===== src/rtl/jt89_pkg.sv =====
// JT89 CPU write port: sound register indices, reset constants and shared types.
// The register file is one packed struct so it resets and updates as a single value.
package jt89_pkg;

  localparam logic [2:0] TONE0 = 3'd0;
  localparam logic [2:0] VOL0  = 3'd1;
  localparam logic [2:0] TONE1 = 3'd2;
  localparam logic [2:0] VOL1  = 3'd3;
  localparam logic [2:0] TONE2 = 3'd4;
  localparam logic [2:0] VOL2  = 3'd5;
  localparam logic [2:0] NOISE = 3'd6;
  localparam logic [2:0] VOL3  = 3'd7;

  localparam logic [3:0] VOL_SILENT = 4'hF;

  typedef struct packed {
    logic [2:0][9:0] tone;
    logic [3:0][3:0] vol;
    logic [2:0]      ctrl3;
  } regs_t;

  localparam regs_t      REGS_RST  = '{tone: '0, vol: {4{VOL_SILENT}}, ctrl3: 3'd0};
  localparam logic [2:0] LATCH_RST = TONE0;

  typedef enum logic {ST_IDLE, ST_BUSY} rdy_state_t;

  // Channel number is the upper two bits of the register index.
  function automatic logic [1:0] chan_of(input logic [2:0] idx);
    return idx[2:1];
  endfunction

endpackage


===== src/rtl/jt89_if.sv =====
// CPU-side bus of the PSG: data byte, active-low select/strobe, READY back to the CPU.
interface jt89_if;
  logic [7:0] din;
  logic       cs_n;
  logic       wr_n;
  logic       ready;

  modport master (output din, cs_n, wr_n, input ready);
  modport slave  (input din, cs_n, wr_n, output ready);
endinterface


===== src/rtl/jt89_ready.sv =====
// READY handshake: drops 1 clk after an accepted write, stays low for BUSY_TICKS clk_en ticks.
// A clk_en in the accepting cycle is not counted because the FSM is still IDLE then.
module jt89_ready
  import jt89_pkg::*;
#(
  parameter int BUSY_TICKS = 32
) (
  input  logic clk,
  input  logic rst,
  input  logic i_clk_en,
  input  logic i_accept,
  output logic o_ready
);

  rdy_state_t r_state, w_state_nxt;
  logic [7:0] r_cnt, w_cnt_nxt;

  always_ff @(posedge clk) begin
    if (rst) begin
      r_state <= ST_IDLE;
      r_cnt   <= '0;
    end else begin
      r_state <= w_state_nxt;
      r_cnt   <= w_cnt_nxt;
    end
  end

  always_comb begin
    w_state_nxt = r_state;
    w_cnt_nxt   = r_cnt;
    o_ready     = 1'b0;
    case (r_state)
      ST_IDLE: begin
        o_ready = 1'b1;
        if (i_accept) begin
          w_state_nxt = ST_BUSY;
          w_cnt_nxt   = 8'(BUSY_TICKS);
        end
      end
      ST_BUSY: begin
        if (i_clk_en) begin
          if (r_cnt == 8'd1) w_state_nxt = ST_IDLE;
          w_cnt_nxt = r_cnt - 8'd1;
        end
      end
    endcase
  end

endmodule


===== src/rtl/jt89_cpu_if.sv =====
// SN76489-style write port: decodes latch/data bytes into the eight sound registers.
// Registers update 1 clk after acceptance; writes are ignored while READY is low.
module jt89_cpu_if
  import jt89_pkg::*;
#(
  parameter int BUSY_TICKS = 32
) (
  input  logic       clk,
  input  logic       rst,
  input  logic       i_clk_en,
  jt89_if.slave      bus,
  output logic [9:0] o_tone0,
  output logic [9:0] o_tone1,
  output logic [9:0] o_tone2,
  output logic [3:0] o_vol0,
  output logic [3:0] o_vol1,
  output logic [3:0] o_vol2,
  output logic [3:0] o_vol3,
  output logic [2:0] o_ctrl3,
  output logic       o_clr
);

  logic       r_wr_l;
  logic [2:0] r_latch;
  regs_t      r_regs, w_regs_nxt;
  logic       r_clr;
  logic       w_ready;
  logic       w_accept;
  logic [2:0] w_idx;
  logic [1:0] w_ch;

  // Only a fresh falling edge of wr_n counts, so a strobe held low through busy is ignored.
  assign w_accept = !bus.cs_n && !bus.wr_n && r_wr_l && w_ready;
  assign w_idx    = bus.din[7] ? bus.din[6:4] : r_latch;
  assign w_ch     = chan_of(w_idx);

  always_comb begin
    w_regs_nxt = r_regs;
    case (w_idx)
      TONE0, TONE1, TONE2: begin
        if (bus.din[7]) w_regs_nxt.tone[w_ch][3:0] = bus.din[3:0];
        else            w_regs_nxt.tone[w_ch][9:4] = bus.din[5:0];
      end
      VOL0, VOL1, VOL2, VOL3: w_regs_nxt.vol[w_ch] = bus.din[3:0];
      NOISE:                  w_regs_nxt.ctrl3     = bus.din[2:0];
    endcase
  end

  always_ff @(posedge clk) begin
    if (rst) begin
      r_wr_l  <= 1'b1;
      r_latch <= LATCH_RST;
      r_regs  <= REGS_RST;
      r_clr   <= 1'b0;
    end else begin
      r_wr_l <= bus.wr_n;
      r_clr  <= w_accept && (w_idx == NOISE);
      if (w_accept) begin
        r_regs <= w_regs_nxt;
        if (bus.din[7]) r_latch <= bus.din[6:4];
      end
    end
  end

  jt89_ready #(.BUSY_TICKS(BUSY_TICKS)) u_ready (
    .clk      (clk),
    .rst      (rst),
    .i_clk_en (i_clk_en),
    .i_accept (w_accept),
    .o_ready  (w_ready)
  );

  assign bus.ready = w_ready;
  assign o_tone0   = r_regs.tone[0];
  assign o_tone1   = r_regs.tone[1];
  assign o_tone2   = r_regs.tone[2];
  assign o_vol0    = r_regs.vol[0];
  assign o_vol1    = r_regs.vol[1];
  assign o_vol2    = r_regs.vol[2];
  assign o_vol3    = r_regs.vol[3];
  assign o_ctrl3   = r_regs.ctrl3;
  assign o_clr     = r_clr;

endmodule


===== src/flat_wrapper.sv =====
// flat-port wrapper written by rule: the top's interface ports become plain ports
module jt89_cpu_if_flat import jt89_pkg::*;
#(
  parameter int BUSY_TICKS = 32
)
  (clk, rst, i_clk_en, o_tone0, o_tone1, o_tone2, o_vol0, o_vol1, o_vol2, o_vol3, o_ctrl3, o_clr, bus_din, bus_cs_n, bus_wr_n, bus_ready);
  jt89_if bus_i ();
  input  logic clk;
  input  logic rst;
  input  logic i_clk_en;
  output logic [9:0] o_tone0;
  output logic [9:0] o_tone1;
  output logic [9:0] o_tone2;
  output logic [3:0] o_vol0;
  output logic [3:0] o_vol1;
  output logic [3:0] o_vol2;
  output logic [3:0] o_vol3;
  output logic [2:0] o_ctrl3;
  output logic o_clr;
  input wire logic [$bits(bus_i.din)-1:0] bus_din;
  input wire logic [$bits(bus_i.cs_n)-1:0] bus_cs_n;
  input wire logic [$bits(bus_i.wr_n)-1:0] bus_wr_n;
  output wire logic [$bits(bus_i.ready)-1:0] bus_ready;
  assign bus_i.din = bus_din;
  assign bus_i.cs_n = bus_cs_n;
  assign bus_i.wr_n = bus_wr_n;
  assign bus_ready = bus_i.ready;
  jt89_cpu_if #(.BUSY_TICKS(BUSY_TICKS)) u_core (.clk(clk), .rst(rst), .i_clk_en(i_clk_en), .bus(bus_i), .o_tone0(o_tone0), .o_tone1(o_tone1), .o_tone2(o_tone2), .o_vol0(o_vol0), .o_vol1(o_vol1), .o_vol2(o_vol2), .o_vol3(o_vol3), .o_ctrl3(o_ctrl3), .o_clr(o_clr));
endmodule

===== config.mk =====
export PLATFORM = sky130hd
export DESIGN_NAME = jt89_cpu_if_flat
export DESIGN_NICKNAME = d
export VERILOG_FILES = /design/src/rtl/jt89_pkg.sv /design/src/rtl/jt89_if.sv /design/src/rtl/jt89_ready.sv /design/src/rtl/jt89_cpu_if.sv /design/src/flat_wrapper.sv
export SDC_FILE = /design/constraint.sdc
export NUM_CORES = 1
export LEC_CHECK = 0
export CORE_ASPECT_RATIO = 1.5
export CORE_MARGIN = 5
export CORE_UTILIZATION = 39
export CTS_CLUSTER_DIAMETER = 150
export DETAILED_ROUTE_END_ITERATION = 16
export HOLD_SLACK_MARGIN = 0.05
export PLACE_DENSITY = 0.66
export SYNTH_ARGS = -nofsm -noshare
export SYNTH_HDL_FRONTEND = slang
export SYNTH_SLANG_ARGS = --single-unit
export TNS_END_PERCENT = 50

===== constraint.sdc =====
create_clock -name clk -period 3.7 [get_ports clk]
set_input_delay 0.925 -clock clk [delete_from_list [all_inputs] [get_ports clk]]
set_output_delay 0.925 -clock clk [all_outputs]
set_load 0.05 [all_outputs]

==> reports/qor.csv <==
stage,metric,value,unit
worst_setup_path,cp.required,3.97,ns
cts,cts_inserted_buffers,9,
worst_setup_path,worstSetupPathType,input port to flip-flop,
timing,fmax,363.2,MHz
worst_setup_path,r2r_cells,4,
global_route,grt_max_degree,38,
timing,post-route-period-util,74.41,%
global_route,antenna_found_initial,0,
cts,insertion_delay,0.35,ns
yosys,syn_area,2549,um^2
cells_and_area,area_delta_synth_final,35.74,%
worst_hold_path,min_path_cells,2,
timing,slew_viol_final,0,
status,status,"finished, final reports clean",
detailed_routing,vias,2033,
global_route,globalRoute.totalOverflow,0,
yosys,yosys.area.top_type,dfxtp_1,
worst_setup_path,r2r_end,u_core.o_vol2[0],
die,die_area,8285,um^2
timing,relSlewSlack,47.94,%
cells_and_area,final_area,3460,um^2
yosys,ys.flop_type,dfxtp_1,
yosys,synth_cell_type_count,40,
pwr,p_per_area,425.5,nW/um^2
die,rows,36,
worst_setup_path,crit_fanout,12,
timing,min_period,2.753,ns
cts,postCtsSetupBuffers,0,
yosys,synth.avg_cell_area,9.917,um^2
yosys,synthCells,257,
detailed_routing,viasPerCell,5.070,
worst_setup_path,r2r-start,u_core.u_ready.r_state,
yosys,synth-seq-area-share,49.48,%
die,die_h,109.0,um
placed_design,place_ws,0.5629,ns
die,ioPinCount,64,
cts,clockBufferDepth,2,
detailed_routing,drcViolationCount,0,
worst_hold_path,hold_class,flip-flop to flip-flop,
flow_run,maxCapViolations,0,
yosys,synth.net_count,272,
cells_and_area,multiInputGateArea,1215,um^2
yosys,synth-seq-cells,63,
global_route,grt_util_all_layers,15.19,%
worst_hold_path,worstHoldEndpoint,u_core.o_tone1[4],
detailed_routing,postRouteAntennaNets,0,
timing,fin_ws,0.9467,ns
cells_and_area,fill_cells,621,
cts,cts_resized,0,
cells_and_area,n_antenna_cell,0,
cells_and_area,regArea,1261,um^2
cts,clk_pin_slew_worst_paths,0.07,ns
cts,holdBufCountCts,0,
cts,clockRootBuffer,clkbuf_8,
timing,hold_viol,0,
yosys,synth_most_common_cell,dfxtp_1,
pwr,peakVddDrop,0.0002646,V
cells_and_area,final_layout_size_suffix_gt1_share,9.538,%
cts,cts.sinks,63,
placed_design,hpwl,4475,um
cts,cts_tree,built,
yosys,synth_top_area_share,49.48,%
placed_design,place.gp.congestion,0.7788,
detailed_routing,drtIter0Drc,129,
yosys,ys_top_cells_by_count,"dfxtp_1 (63), mux2i_1 (47), nand2_1 (33), nor2_1 (25), clkbuf_1 (10)",
die,start_util,39.57,%
yosys,yosys_warnings,0,
global_route,grt_pass1_vias,1970,
timing,rsz0062_at_grt,false,
worst_setup_path,critPathLaunchType,input port,
die,coreArea,6441,um^2
die,die_width,76.01,um
detailed_routing,firstDrtPassIters,4,
yosys,synth_edf_count,0,
placed_design,portBuffers,63,
global_route,grt_pass1_wl,9749,um
detailed_routing,wirelength,6197,um
worst_setup_path,worstPathArrival,3.03,ns
worst_setup_path,r2r_setup_slack,1.64,ns
pwr,p_leak,0.001366,uW
timing,tightest_slew,0.7762,ns
timing,setup_viol,0,
yosys,synth_area_leaders,"dfxtp_1 (49%), mux2i_1 (18%), nand2_1 (4.9%)",
cts,htree_num_levels,3,
worst_setup_path,end_kind,flip-flop,
timing,worst_clock_skew,0.007052,ns
timing,fin_setup_tns,0,ns
yosys,async_reset_ff_share,0,%
worst_hold_path,holdCritStartpoint,u_core.o_tone1[4],
placed_design,placed_area,3247,um^2
detailed_routing,detail_route.wl_per_cell,15.45,um
cells_and_area,nNetsFinal,335,
[how the worst max path moves through the flow]
stage | from | end | slack [ns]
floorplan | bus_wr_n | u_core.o_vol0[0] | 1.21
global placement | bus_wr_n | u_core.o_vol1[2] | 0.62
detailed placement | bus_wr_n | u_core.o_vol2[3] | 0.56
CTS | bus_wr_n | u_core.o_vol2[0] | 0.94
global route | bus_din[7] | u_core.o_vol3[0] | 0.83
finish | bus_wr_n | u_core.o_vol2[0] | 0.95
[metrics by stage]
| step | total power (uW) | std cells | hold slack (ns) | utilization, % |
|---|---|---|---|---|
| floorplan | 796.1 | 257 | 0.4564 | - |
| global placement | 841.8 | 385 | 0.4448 | 50.41 |
| detailed placement | 843.5 | 385 | 0.4552 | 50.41 |
| CTS | 1489 | 401 | 0.4653 | 53.71 |
| global route | 1527 | 401 | 0.4777 | 53.71 |
| finish | 1472 | 401 | 0.4624 | 53.71 |
[report_power, final]
group / internal [uW] / switching (uW) / leakage (uW)
Combinational: 47.3 / 80.6 / 0.000754
Clock: 377 / 267 / 0.000102
Sequential: 690 / 10.0 / 0.000510
[area by class of cell]
class                   instances  area share (%)
well taps                      76           2.749
repair buffers                 66           18.88
flip-flops and latches         63           36.46
clock inverters                 6           2.459
inverters                       6          0.6510
clock buffers                  10           3.689
multi-input cells             174           35.12
[layout by cell type (no fill, tap or decap), types with 3 or more instances in the layout]
cell,synthesis,final
nand2_1,33,33
inv_1,5,5
o21ai_0,3,3
clkdlybuf4s50_1,0,63
nand2b_1,4,4
dfxtp_1,63,63
buf_4,0,3
mux2i_1,47,47
or3_1,5,5
a211oi_1,5,5
clkbuf_8,0,9
nor2_1,25,25
nor4_1,4,4
a31o_2,4,4
a21oi_1,6,6
or4_1,3,3
nand3_1,5,5
[worst max-delay path: stages]
cell and delay, ns:
clkdlybuf4s50_1 0.44, or4b_1 0.67, buf_4 0.25, nor4_4 0.50
mux2i_1 0.24
[sequential cells by signal (all words and copies together), names as in the netlist]
signal	count
u_core.o_clr	1
u_core.o_ctrl3	3
u_core.o_tone0	10
u_core.o_tone1	10
u_core.o_tone2	10
u_core.o_vol0	4
u_core.o_vol1	4
u_core.o_vol2	4
u_core.o_vol3	4
u_core.r_latch	3
u_core.r_wr_l	1
u_core.u_ready.r_cnt	8
u_core.u_ready.r_state	1
[kinds of logic after synthesis]
kind of cell             synth area share [%]
AO/OA/AOI/OAI                           7.413
adder cells (fa/ha/maj)                0.9817
XOR/XNOR                               0.6874
AND/OR/NAND/NOR                         19.00
buffers and inverters                   3.093
flip-flops                              49.48
multiplexers                            19.34
[layer usage]
metal  share of wire (%)  wire (um)  up-vias  global-route usage (%)
met3                 4.5        276        9                   2.562
met5                   0          0        -                       0
li1                    -          -     1030                       -
met1                  44       2738      940                   17.74
met2                  49       3039       54                   25.37
met4                 2.3        143        0                   10.31
No activity file was read; power rests on OpenSTA's default activity.
